**src/rtl/lcd_pkg.sv**
```systemverilog
// Shared state encoding, HD44780 instruction constants and cursor tracking helpers
// for the LCD character writer.
package lcd_pkg;

    typedef enum logic [2:0] {
        OCIOSO,
        SETUP,
        PULSO,
        HOLD,
        ESPERA
    } estado_t;

    localparam logic [7:0] CMD_CLEAR = 8'h01;
    localparam logic [7:0] CMD_HOME  = 8'h02;
    localparam logic [7:0] CMD_DDRAM = 8'h80;
    localparam logic [7:0] LINHA2    = 8'h40;

    localparam logic [4:0] CURSOR_LINHA1 = 5'd0;
    localparam logic [4:0] CURSOR_LINHA2 = 5'd16;

    // Clear (0x01) and both home encodings (0x02/0x03) need the long execution time.
    function automatic logic espera_longa(input logic [7:0] dado);
        return (dado == CMD_CLEAR) || (dado[7:1] == CMD_HOME[7:1]);
    endfunction

    function automatic logic [4:0] proximo_cursor(
        input logic [4:0] atual,
        input logic [7:0] dado,
        input logic       comando
    );
        logic [4:0] prox;
        prox = atual;
        if (!comando) begin
            prox = atual + 5'd1;
        end else if (espera_longa(dado)) begin
            prox = CURSOR_LINHA1;
        end else if (dado[7:4] == CMD_DDRAM[7:4]) begin
            prox = {1'b0, dado[3:0]};
        end else if (dado[7:4] == (CMD_DDRAM[7:4] | LINHA2[7:4])) begin
            // Line-2 DDRAM address 0x40+n maps onto tracked position 16+n.
            prox = {1'b1, dado[3:0]};
        end
        return prox;
    endfunction

endpackage

```
**src/rtl/lcd_pulso_e.sv**
```systemverilog
// Enable-strobe timing engine: SETUP -> PULSO -> HOLD -> ESPERA from a start strobe,
// all phases counted by a single down-counter; Concluido pulses on the last wait cycle.
module lcd_pulso_e
    import lcd_pkg::*;
#(
    parameter int T_SETUP = 2,
    parameter int T_PULSO = 12,
    parameter int T_HOLD  = 2,
    parameter int CW      = 17
) (
    input  logic          Clock,
    input  logic          Reset,
    input  logic          Inicio,
    input  logic [CW-1:0] Espera,
    output estado_t       Estado,
    output logic          Enable,
    output logic          Concluido
);

    estado_t       estado;
    estado_t       estado_prox;
    logic [CW-1:0] cont;
    logic [CW-1:0] cont_prox;

    always_ff @(posedge Clock) begin
        if (Reset) begin
            estado <= OCIOSO;
            cont   <= '0;
            Enable <= 1'b0;
        end else begin
            estado <= estado_prox;
            cont   <= cont_prox;
            // Registered so the LCD E line is decoded glitch-free.
            Enable <= (estado_prox == PULSO);
        end
    end

    always_comb begin
        estado_prox = estado;
        cont_prox   = cont;
        Concluido   = 1'b0;
        unique case (estado)
            OCIOSO: begin
                if (Inicio) begin
                    estado_prox = SETUP;
                    cont_prox   = CW'(T_SETUP - 1);
                end
            end
            SETUP: begin
                if (cont == '0) begin
                    estado_prox = PULSO;
                    cont_prox   = CW'(T_PULSO - 1);
                end else begin
                    cont_prox = cont - CW'(1);
                end
            end
            PULSO: begin
                if (cont == '0) begin
                    estado_prox = HOLD;
                    cont_prox   = CW'(T_HOLD - 1);
                end else begin
                    cont_prox = cont - CW'(1);
                end
            end
            HOLD: begin
                if (cont == '0) begin
                    estado_prox = ESPERA;
                    cont_prox   = Espera - CW'(1);
                end else begin
                    cont_prox = cont - CW'(1);
                end
            end
            ESPERA: begin
                if (cont == '0) begin
                    Concluido = 1'b1;
                    // A start on the final wait cycle chains straight into a new SETUP.
                    if (Inicio) begin
                        estado_prox = SETUP;
                        cont_prox   = CW'(T_SETUP - 1);
                    end else begin
                        estado_prox = OCIOSO;
                    end
                end else begin
                    cont_prox = cont - CW'(1);
                end
            end
            default: begin
                estado_prox = OCIOSO;
                cont_prox   = '0;
            end
        endcase
    end

    assign Estado = estado;

endmodule

```
**src/rtl/lcd_escritor_caracteres.sv**
```systemverilog
// HD44780 character/instruction writer with cursor tracking.
// Optional LCD_AUTOWRAP_EN: re-address DDRAM automatically when the cursor crosses a line end.
module lcd_escritor_caracteres
    import lcd_pkg::*;
#(
    parameter int T_SETUP = 2,
    parameter int T_PULSO = 12,
    parameter int T_HOLD  = 2,
    parameter int T_EXEC  = 2000,
    parameter int T_CLEAR = 80000
) (
    input  logic       Clock,
    input  logic       Reset,
    input  logic       Inicializado,
    input  logic       Valido,
    input  logic [7:0] Dado,
    input  logic       Comando,
    output logic       Pronto,
    output logic       Enable,
    output logic       RS,
    output logic       RW,
    output logic [7:0] Dados,
    output logic [4:0] Cursor
);

    localparam int T_M1    = (T_SETUP > T_PULSO) ? T_SETUP : T_PULSO;
    localparam int T_M2    = (T_HOLD > T_EXEC) ? T_HOLD : T_EXEC;
    localparam int T_M3    = (T_M1 > T_M2) ? T_M1 : T_M2;
    localparam int T_MAIOR = (T_M3 > T_CLEAR) ? T_M3 : T_CLEAR;
    localparam int CW      = $clog2(T_MAIOR + 1);

    estado_t       estado;
    logic          concluido;
    logic          ocioso;
    logic          aceite;
    logic          dispara_wrap;
    logic          inicio;
    logic          longa;
    logic          pendente;
    logic [7:0]    cmd_wrap;
    logic [4:0]    cursor_prox;
    logic [CW-1:0] espera;

    assign ocioso       = (estado == OCIOSO);
    assign Pronto       = ocioso && Inicializado && !pendente;
    assign aceite       = Valido && Pronto;
    assign dispara_wrap = pendente && concluido;
    assign inicio       = aceite || dispara_wrap;
    assign cursor_prox  = proximo_cursor(Cursor, Dado, Comando);
    assign espera       = longa ? CW'(T_CLEAR) : CW'(T_EXEC);
    assign RW           = 1'b0;

    always_ff @(posedge Clock) begin
        if (Reset) begin
            RS       <= 1'b0;
            Dados    <= '0;
            Cursor   <= '0;
            longa    <= 1'b0;
            pendente <= 1'b0;
            cmd_wrap <= CMD_DDRAM;
        end else if (aceite) begin
            RS     <= ~Comando;
            Dados  <= Dado;
            Cursor <= cursor_prox;
            longa  <= Comando && espera_longa(Dado);
`ifdef LCD_AUTOWRAP_EN
            if (!Comando && (cursor_prox == CURSOR_LINHA2 || cursor_prox == CURSOR_LINHA1)) begin
                pendente <= 1'b1;
                cmd_wrap <= (cursor_prox == CURSOR_LINHA2) ? (CMD_DDRAM | LINHA2) : CMD_DDRAM;
            end
`endif
        end else if (dispara_wrap) begin
            // Cursor already holds the wrapped position; only the LCD needs re-addressing.
            RS       <= 1'b0;
            Dados    <= cmd_wrap;
            longa    <= 1'b0;
            pendente <= 1'b0;
        end
    end

    lcd_pulso_e #(
        .T_SETUP (T_SETUP),
        .T_PULSO (T_PULSO),
        .T_HOLD  (T_HOLD),
        .CW      (CW)
    ) u_pulso (
        .Clock     (Clock),
        .Reset     (Reset),
        .Inicio    (inicio),
        .Espera    (espera),
        .Estado    (estado),
        .Enable    (Enable),
        .Concluido (concluido)
    );

endmodule

```
**config.mk**
```make
export PLATFORM = sky130hd
export DESIGN_NAME = lcd_escritor_caracteres
export DESIGN_NICKNAME = d
export VERILOG_FILES = /design/src/rtl/lcd_pkg.sv /design/src/rtl/lcd_pulso_e.sv /design/src/rtl/lcd_escritor_caracteres.sv
export SDC_FILE = /design/constraint.sdc
export NUM_CORES = 1
export LEC_CHECK = 0
export ABC_CLOCK_PERIOD_IN_PS = 3200
export CORE_AREA = 2 2 81 83
export DETAILED_ROUTE_END_ITERATION = 12
export DIE_AREA = 0 0 83 85
export MAX_ROUTING_LAYER = met4
export PLACE_DENSITY = 0.56
export SYNTH_ARGS = -nofsm -noshare
export SYNTH_HDL_FRONTEND = slang
export SYNTH_SLANG_ARGS = --single-unit
```
**constraint.sdc**
```tcl
create_clock -name Clock -period 3.2 [get_ports Clock]
set_input_delay 0.32 -clock Clock [delete_from_list [all_inputs] [get_ports Clock]]
set_output_delay 0.32 -clock Clock [all_outputs]
set_load 0.03 [all_outputs]
```
==> flow_summary.json <==
{
  "worst_r2r_start": "u_pulso.cont[0]$_SDFF_PP0_",
  "initialDrtViolationCount": 304,
  "synth-seq-area-share": 0.3472,
  "crit_path_max_incr_delay_ps": 660,
  "cpLargestDelayFamily": "buffers and inverters",
  "run_status": "completed",
  "post_cts.repair.setup_buffers": 0,
  "holdPathEnd": "u_pulso.cont[16]$_SDFF_PP0_",
  "setup_repair_after_global_routing_missed_its_margin": "no",
  "finalSetupViolCount": 0,
  "placement.io_buffers": 28,
  "timing_worst_slew_pin_value_ps": 654.5,
  "stdcell_count": 376,
  "cpMaxStageDelayCell": "sky130_fd_sc_hd__clkdlybuf4s50_1",
  "placeableCoreArea_sq_um": 6205,
  "p_sw_frac": 0.5071,
  "synth_warnings": 0,
  "yosys_most_used_dff": "sky130_fd_sc_hd__dfxtp_1",
  "r2r_setup_slack_ps": 840,
  "drt_pass1_iterations": 5,
  "fmaxAchievable_mhz": 416.8,
  "p_switching_uw": 1696,
  "power_frac_seq": 0.230,
  "drtAntennaViolNets": 0,
  "drive_gt1_frac": 0.09365,
  "syn_nets": 289,
  "syn-cell-area_sq_um": 2076,
  "post_cts_hold_buffer_count": 0,
  "finish.net_count": 313,
  "cts_resized": 0,
  "grtUsageTotal": 0.1660,
  "yosys-top-cells-area": "sky130_fd_sc_hd__dfxtp_1 (35%), sky130_fd_sc_hd__nand2_1 (8.3%), sky130_fd_sc_hd__a21oi_1 (6.3%)",
  "dp.cells": 368,
  "cts_tree": "built",
  "synthDominantAreaCellType": "sky130_fd_sc_hd__dfxtp_1",
  "clock_power_share": 0.123,
  "grt_pass1_vias": 1901,
  "fp.dieH_um": 85,
  "post_drt_wl_per_cell_um": 15.36,
  "criticalPathCategory": "flip-flop to output pin",
  "critPathCaptureType": "output pin",
  "cell_internal_pwr_uw": 1648,
  "arrival_ps": 2080,
  "comb_power_share": 0.647,
  "timing.setup.tns_ps": 0,
  "fill_count": 630,
  "number_of_enable_type_register_cells_in_the_synthesized_netlist": 0,
  "max_cap_viol_count": 0,
  "initial_core_utilization": 0.3345,
  "clk_root_buffer_cell": "sky130_fd_sc_hd__clkbuf_8",
  "largest_net_degree_at_the_start_of_global_routing": 24,
  "post-dp-hpwl_um": 4055,
  "power.ir.vdd_worst_mv": 0.5793,
  "hold_path.startpoint": "u_pulso.cont[16]$_SDFF_PP0_",
  "drc": 0,
  "finalHoldViolCount": 0,
  "floorplan_die_area_sq_um": 7055,
  "cts-htree-levels": 2,
  "clk_path_buf_depth": 2,
  "dpl_cell_area_sq_um": 2415,
  "cts.clk_slew.worst_paths_ps": 80,
  "final_slew_violations": 0,
  "worst_r2r_path_depth": 7,
  "cp_cell_sequence": "nor3_1, and2_1, clkdlybuf4s50_1",
  "hp-class": "flip-flop to flip-flop",
  "worst_setup_path_start_kind": "flip-flop",
  "antenna_found_initial": 0,
  "routed_vias": 2135,
  "design_area_sq_um": 2526,
  "die_x_um": 83,
  "layout_min_cycle_time_ps": 2399,
  "gp_routability_congestion": 0.8896,
  "synthArstFlopShare": 0,
  "post_synth_most_frequent_cells": "sky130_fd_sc_hd__nand2_1 (46), sky130_fd_sc_hd__dfxtp_1 (36), sky130_fd_sc_hd__a21oi_1 (26)",
  "required_ps": 2880,
  "synth.ff_latch_count": 36,
  "timing.hold.ws_ps": 455.2,
  "synthToLayoutAreaGrowth_pct": 21.70,
  "power.static_leakage_uw": 0.0008985,
  "fp-row-count": 29,
  "critical_path_fanouts_max": 16,
  "synth.lib_cells_used.distinct": 55,
  "synth_cells": 274,
  "synth_most_common_cell": "sky130_fd_sc_hd__nand2_1",
  "design.portCount": 30,
  "cell_count_of_the_worst_hold_path": 2,
  "netlist.area_leader.share": 0.3472,
  "cts.sinks": 36,
  "layout_worst_path_cycle_share": 0.7497,
  "vias_per_cell": 5.678,
  "globalRouteOverflowTotal": 0,
  "numCtsBuffers": 5,
  "pwr_per_cell_area_nw_per_um2": 1324,
  "n_antenna_cell": 0,
  "rr_endpoint": "u_pulso.cont[7]$_SDFF_PP0_",
  "timing.critical_path.buf_inv": 1,
  "postRouteWirelength_um": 5777,
  "final.setup_skew_ps": 9.913,
  "clk_latency_ps": 300,
  "worst_slew_margin_rel": 0.5637,
  "wire_length_of_the_first_global_routing_pass_um": 9397,
  "postSynthAreaPerCell_sq_um": 7.576
}
==> layout by cell type (no fill, tap or decap), types with 3 or more instances in the layout <==
| master | count |
|---|---|
| sky130_fd_sc_hd__dfxtp_1 | 36 |
| sky130_fd_sc_hd__a211oi_1 | 3 |
| sky130_fd_sc_hd__nand3_1 | 14 |
| sky130_fd_sc_hd__a31oi_1 | 7 |
| sky130_fd_sc_hd__a21oi_1 | 26 |
| sky130_fd_sc_hd__a31o_2 | 3 |
| sky130_fd_sc_hd__nand2_1 | 46 |
| sky130_fd_sc_hd__nor2b_1 | 3 |
| sky130_fd_sc_hd__clkdlybuf4s50_1 | 28 |
| sky130_fd_sc_hd__nor3_1 | 14 |
| sky130_fd_sc_hd__nor2_1 | 24 |
| sky130_fd_sc_hd__o21ai_0 | 11 |
| sky130_fd_sc_hd__or3_1 | 10 |
| sky130_fd_sc_hd__or2_2 | 3 |
| sky130_fd_sc_hd__clkbuf_8 | 5 |
| sky130_fd_sc_hd__a311oi_1 | 5 |
| sky130_fd_sc_hd__buf_4 | 4 |
| sky130_fd_sc_hd__inv_1 | 3 |
| sky130_fd_sc_hd__o211ai_1 | 3 |
==> cell type report <==
type                            count  area (sq um)  share of cell area
Timing Repair Buffer               32         310.3              0.1228
Sequential cell                    36         720.7              0.2853
Multi-Input combinational cell    220          1276              0.5052
Tap cell                           77         96.34             0.03814
Inverter                            3         11.26            0.004458
Clock inverter                      3         42.54             0.01684
Clock buffer                        5         68.82             0.02724
==> flip-flops by register name (all words and copies together), names as in the netlist <==
| register | cells |
|---|---|
| u_pulso.cont | 17 |
| longa | 1 |
| u_pulso.Estado | 3 |
| RS | 1 |
| Cursor | 5 |
| Dados | 8 |
| u_pulso.Enable | 1 |
==> worst min-delay path, stage by stage, from the launching register on <==
cell,delay (ps)
sky130_fd_sc_hd__dfxtp_1,320
sky130_fd_sc_hd__nand2_1,50
sky130_fd_sc_hd__a21oi_1,50
==> metrics by stage <==
step                      worst slack (ps)  utilization  total power (uW)
final                                800.9       0.4071              3344
after detailed placement             899.9       0.3892              2892
after CTS                            798.0       0.4071              3323
after global placement               915.5       0.3892              2916
after floorplan                       1188            -              2426
after global routing                 704.9       0.4071              3621
==> layer usage <==
| metal | global-route usage | part of all wire |
|---|---|---|
| met5 | - | 0 |
| met4 | 0.04769 | 0.017 |
| met3 | 0.02821 | 0.060 |
| met2 | 0.2639 | 0.46 |
| met1 | 0.2184 | 0.46 |
==> worst max-delay path by stage <==
stage / from / slack [ps] / to / depth (start not counted)
3_3_place_gp: Dado[2] / 920 / Cursor[2]$_SDFFE_PP0P_ / 7
4_1_cts: u_pulso.Estado[1]$_SDFF_PP0_ / 800 / Pronto / 3
2_1_floorplan: u_pulso.cont[0]$_SDFF_PP0_ / 1190 / u_pulso.cont[7]$_SDFF_PP0_ / 8
6_report: u_pulso.Estado[1]$_SDFF_PP0_ / 800 / Pronto / 3
5_1_grt: u_pulso.cont[0]$_SDFF_PP0_ / 700 / u_pulso.cont[7]$_SDFF_PP0_ / 7
3_5_place_dp: Dado[2] / 900 / Cursor[2]$_SDFFE_PP0P_ / 7
==> power groups by stage <==
stage / Combinational, uW / Sequential, uW / Clock, uW
floorplan: 1670 / 757 / 0
global placement: 2150 / 770 / 0
detailed placement: 2120 / 772 / 0
CTS: 2140 / 762 / 425
global route: 2390 / 786 / 442
finish: 2160 / 768 / 412
==> kinds of logic (layout without fill, tap and decap cells) <==
| group | Yosys count | in the layout | share of synthesized area |
|---|---|---|---|
| AND/OR/NAND/NOR | 135 | 135 | 0.3285 |
| AO/OA/AOI/OAI | 77 | 77 | 0.2507 |
| XOR/XNOR | 4 | 4 | 0.01688 |
| multiplexers | 1 | 1 | 0.004822 |
| other | 1 | 1 | 0.001807 |
| adder cells (fa/ha/maj) | 2 | 2 | 0.01205 |
| flip-flops | 36 | 36 | 0.3472 |
| buffers and inverters | 18 | 43 | 0.03798 |
(Power assumes the default switching activity.)
==> RTL change 1 (same settings) <==
The option `LCD_AUTOWRAP_EN` is turned on by a define.
--- a/src/rtl/lcd_escritor_caracteres.sv
+++ b/src/rtl/lcd_escritor_caracteres.sv
@@ -1,4 +1,6 @@
 // HD44780 character/instruction writer with cursor tracking.
 // Optional LCD_AUTOWRAP_EN: re-address DDRAM automatically when the cursor crosses a line end.
+`define LCD_AUTOWRAP_EN
+
 module lcd_escritor_caracteres
     import lcd_pkg::*;
Function: same outputs for any inputs over 10 cycles, from zero or initial values and one cycle with Reset high; that may be too few to reach the edited logic, so the function may still have changed.
==> RTL change 1 against the original RTL <==
Worst setup slack lost 250 ps. Highest routed layer unchanged. Final area grew 7.2%. Maximum frequency shrank 9.4%. Sequential cell count grew 2. Largest cell class unchanged. Routed wire length grew 15%. Count of clock-buffer cells in the layout grew 2. Total power grew 4.3%. Area after synthesis grew 9.4%.
==> RTL change 1: results (changes against the original RTL) <==
Outcome = completed
Initial antenna violation count = 0 (unchanged)
RePlAce Congestion = 0.9093 (+2.2%)
PortBufs = 28 (unchanged)
Leakage = 0.9924 nW (+10%)
Top_reg_cell synth = dfxtp_1
Setup bufs post-CTS = 0 (unchanged)
Met2 GRT Util = 31.89% (+5.5 points)
Hold_ws = 458.5 ps (+3.332 ps)
Top post-synthesis cells by count = dfxtp_1, nor2_1, a21oi_1
Fillcell total = 675 (+7.1%)
Syn nets = 309 (+6.9%)
Largest net degree at the start of global routing = 20 (-17%)
CTS Buf Count = 5 (unchanged)
Min-Delay Path Class = reg -> reg
Final Skew = 5.040 ps (-4.872 ps)
Initial drt markers = 190 (-38%)
Root Buffer = clkbuf_8
Maximum clock insertion buffer count = 2 (unchanged)
Crit Path Max Fanout = 11 (-5)
Nets = 331 (+5.8%)
Register area share after synthesis = 33.50% (-1.2 points)
PostCTS Resize Cnt = 0 (unchanged)
Vias in the first global route = 2282 (+20%)
Register-to-Register Setup Slack = 600 ps (-240 ps)
Worst path top cell family by delay = simple AND/OR/NAND/NOR gates
Placement Setup Slack = 594.1 ps (-305.9 ps)
Reg2reg path depth = 7 (unchanged)
H-tree Lvls = 2 (unchanged)
GRT met3 Usage = 3.502% (+0.68 points)
CP max-delay cell = clkdlybuf4s50_1
Peak VDD IR = 0.0006174 V (+6.6%)
Switching fraction of total power = 53.11% (+2.4 points)
Yosys cell types = 55 (unchanged)
Area after DPL = 0.002616 sq mm (+8.3%)
Via density = 5.964 (+5.0%)
Dpl hpwl = 4.785 mm (+18%)
Tightest Pin Transition = 1158 ps (+503.0 ps)
Syn_area_per_cell = 7.724 sq um (+2.0%)
Worst-skew pair later-pin latency = 300 ps (about the same)
Wire per inst = 16.85 microns (+9.7%)
Reg2reg end = u_pulso.cont[0]
1st-pass router iterations = 4 (-1)
Layout cells sized above 1 = 7.571% (-1.8 points)
Global Route met1 Usage = 25.49% (+3.7 points)
Hold wc startpoint = cmd_wrap[6]
Global-route usage over all layers = 19.90% (+3.3 points)
FF/Latch Area = 760.7 sq um (+5.6%)
First-pass GRT wire length = 11.14 mm (+19%)
Synth top area cells = dfxtp_1, nor2_1, a21oi_1, o21ai_0, a22oi_1
Largest stage delay on the critical path = 730 ps (+70 ps)
Hold Path End = cmd_wrap[6]
Diode count = 0 (unchanged)
CP arrival = 2330 ps (+250 ps)
Finished Layout Cells = 394 (+4.8%)
[RTL change 1: metal layers]
metal	vias up	wire, microns
met5	-	0
met4	0	68
met3	6	336
met2	71	3081
met1	1112	3151
li1	1161	-
[RTL change 1: how the worst max path moves through the flow]
stage	cells past startpoint	slack, ps	end	from
2_1_floorplan	8	1150	u_pulso.Estado[1]	u_pulso.cont[0]
3_3_place_gp	7	630	u_pulso.cont[0]	u_pulso.cont[0]
3_5_place_dp	7	590	u_pulso.cont[0]	u_pulso.cont[0]
4_1_cts	7	570	u_pulso.cont[0]	u_pulso.cont[0]
5_1_grt	7	360	u_pulso.cont[0]	u_pulso.cont[0]
6_report	3	550	Pronto	u_pulso.Estado[2]
[RTL change 1: kinds of logic (layout without fill, tap and decap cells)]
family | after synthesis | in the layout | synth area share, %
buffers and inverters | 28 | 51 | 5.014
adders and majority gates | 2 | 2 | 1.102
muxes | 2 | 2 | 0.8816
DFF | 38 | 38 | 33.50
and+or+nand+nor | 121 | 121 | 29.15
AOI/OAI and AO/OA | 99 | 99 | 29.04
xor gates and xnor gates | 3 | 3 | 1.157
other | 1 | 1 | 0.1651
[RTL change 1: power groups by stage]
stage	sequential, mW	combinational, mW	clock [mW]
2_1_floorplan	0.771	1.70	0
3_3_place_gp	0.784	2.34	0
3_5_place_dp	0.786	2.32	0
4_1_cts	0.776	2.34	0.359
5_1_grt	0.808	2.61	0.382
6_report	0.782	2.36	0.350
[RTL change 1: final cells by class]
| class | instances | share of cell area, % |
|---|---|---|
| well taps | 77 | 3.558 |
| inverters | 8 | 1.109 |
| clock inverters | 1 | 0.1848 |
| repair buffers | 35 | 12.29 |
| clock buffers | 7 | 3.189 |
| multi-input cells | 228 | 51.57 |
| flip-flops and latches | 38 | 28.10 |
==> RTL change 2 (same settings) <==
Without the edit above. Re-encode `estado_t` (5 values) as Gray code, 3 bits wide.
--- a/src/rtl/lcd_pkg.sv
+++ b/src/rtl/lcd_pkg.sv
@@ -4,9 +4,9 @@
 
     typedef enum logic [2:0] {
-        OCIOSO,
-        SETUP,
-        PULSO,
-        HOLD,
-        ESPERA
+        OCIOSO = 3'b000,
+        SETUP  = 3'b001,
+        PULSO  = 3'b011,
+        HOLD   = 3'b010,
+        ESPERA = 3'b110
     } estado_t;
 
Formal check against the unedited RTL: same outputs for any inputs over 10 cycles, from zero or initial values and one cycle with Reset high; not proved beyond that.
==> RTL change 2 against the original RTL <==
Sequential cell count unchanged. Worst setup slack worse by 240 ps. Synthesized cell count fell by 1.1%. Final area decreased by 3.1%. Routed wire length decreased by 2.8%. Clock power fell by 25%. Critical path depth is 5 higher. Area after synthesis fell by 0.78%. Total power fell by 28%. Critical path type is now reg -> reg.
==> RTL change 2: results (changes against the original RTL) <==
Outcome = completed
Syn_area_per_cell = 7.600 sq um (+0.31%)
H-tree Lvls = 2 (unchanged)
RePlAce Congestion = 0.9021 (+1.4%)
Compound-gate portion of the synthesized area = 27.58% (+2.5 points)
Final worst setup slack = 564.9 ps (-236.0 ps)
Global Route met1 Usage = 22.41% (+0.57 points)
Reg2reg path depth = 8 (+1)
# placed instances = 364 (-1.1%)
Maxcap violations = 0 (unchanged)
Xor and xnor area share after synthesis = 2.552% (+0.86 points)
WL met3 = 224 microns (-35%)
Register area share after synthesis = 34.99% (+0.27 points)
Synth top area cells = dfxtp_1, nand2_1, a21oi_1, o21ai_0, nor2_1
Worst path top cell family by delay = simple AND/OR/NAND/NOR gates
Hold Path End = Dados[1]
Hold_ws = 459.4 ps (+4.261 ps)
Final Skew = 6.482 ps (-3.431 ps)
Largest net degree at the start of global routing = 27 (+13%)
GRT met3 Usage = 3.502% (+0.68 points)
Fillcell total = 654 (+3.8%)
Reg2reg end = u_pulso.cont[2]
Layout cells sized above 1 = 7.143% (-2.2 points)
Met2 GRT Util = 26.17% (-0.22 points)
Crit Path Max Fanout = 12 (-4)
CP max-delay cell = or4b_2
Mux cell area share after synthesis = 0% (-0.48 points)
Wire per inst = 15.13 microns (-1.5%)
Initial drt markers = 177 (-42%)
Dpl hpwl = 4.026 mm (-0.71%)
Tightest Pin Transition = 759.7 ps (+105.2 ps)
Peak VDD IR = 0.0004175 V (-28%)
Leakage = 0.8729 nW (-2.8%)
Hold wc startpoint = Dados[1]
Finished Layout Cells = 371 (-1.3%)
Global-route usage over all layers = 16.81% (+0.20 points)
Adder-cell share of the synthesized area = 1.215% (+0.0095 points)
Met2 wire length = 2.534 mm (-5.0%)
DR vias = 2067 (-3.2%)
Placement Setup Slack = 592.5 ps (-307.4 ps)
Largest stage delay on the critical path = 640 ps (-20 ps)
Area after DPL = 0.002371 sq mm (-1.8%)
Yosys cell types = 49 (-11%)
Syn nets = 286 (-1.0%)
Setup bufs post-CTS = 0 (unchanged)
Nets = 309 (-1.3%)
Vias in the first global route = 1886 (-0.79%)
RTL change 2: worst max-delay path by stage:
stage                          startpoint                to  depth (start not counted)
after detailed placement  u_pulso.cont[0]   u_pulso.cont[2]                          8
after global routing      u_pulso.cont[0]  u_pulso.cont[13]                          8
final                     u_pulso.cont[0]   u_pulso.cont[2]                          8
after CTS                 u_pulso.cont[0]   u_pulso.cont[2]                          8
after floorplan           u_pulso.cont[0]   u_pulso.cont[1]                          8
after global placement    u_pulso.cont[0]   u_pulso.cont[2]                          8
RTL change 2: final cells by class:
class                   instances  area (sq um)  area share (%)
clock buffers                   6         72.57           2.964
clock inverters                 1         5.005          0.2044
inverters                       4         15.01          0.6132
multi-input cells             215          1229           50.18
flip-flops and latches         36         720.7           29.43
well taps                      77         96.34           3.935
repair buffers                 32         310.3           12.67
RTL change 2: report_power, final:
group	switching, mW	internal, mW
clock network	0.162	0.148
registers	0.125	0.539
logic	0.857	0.566
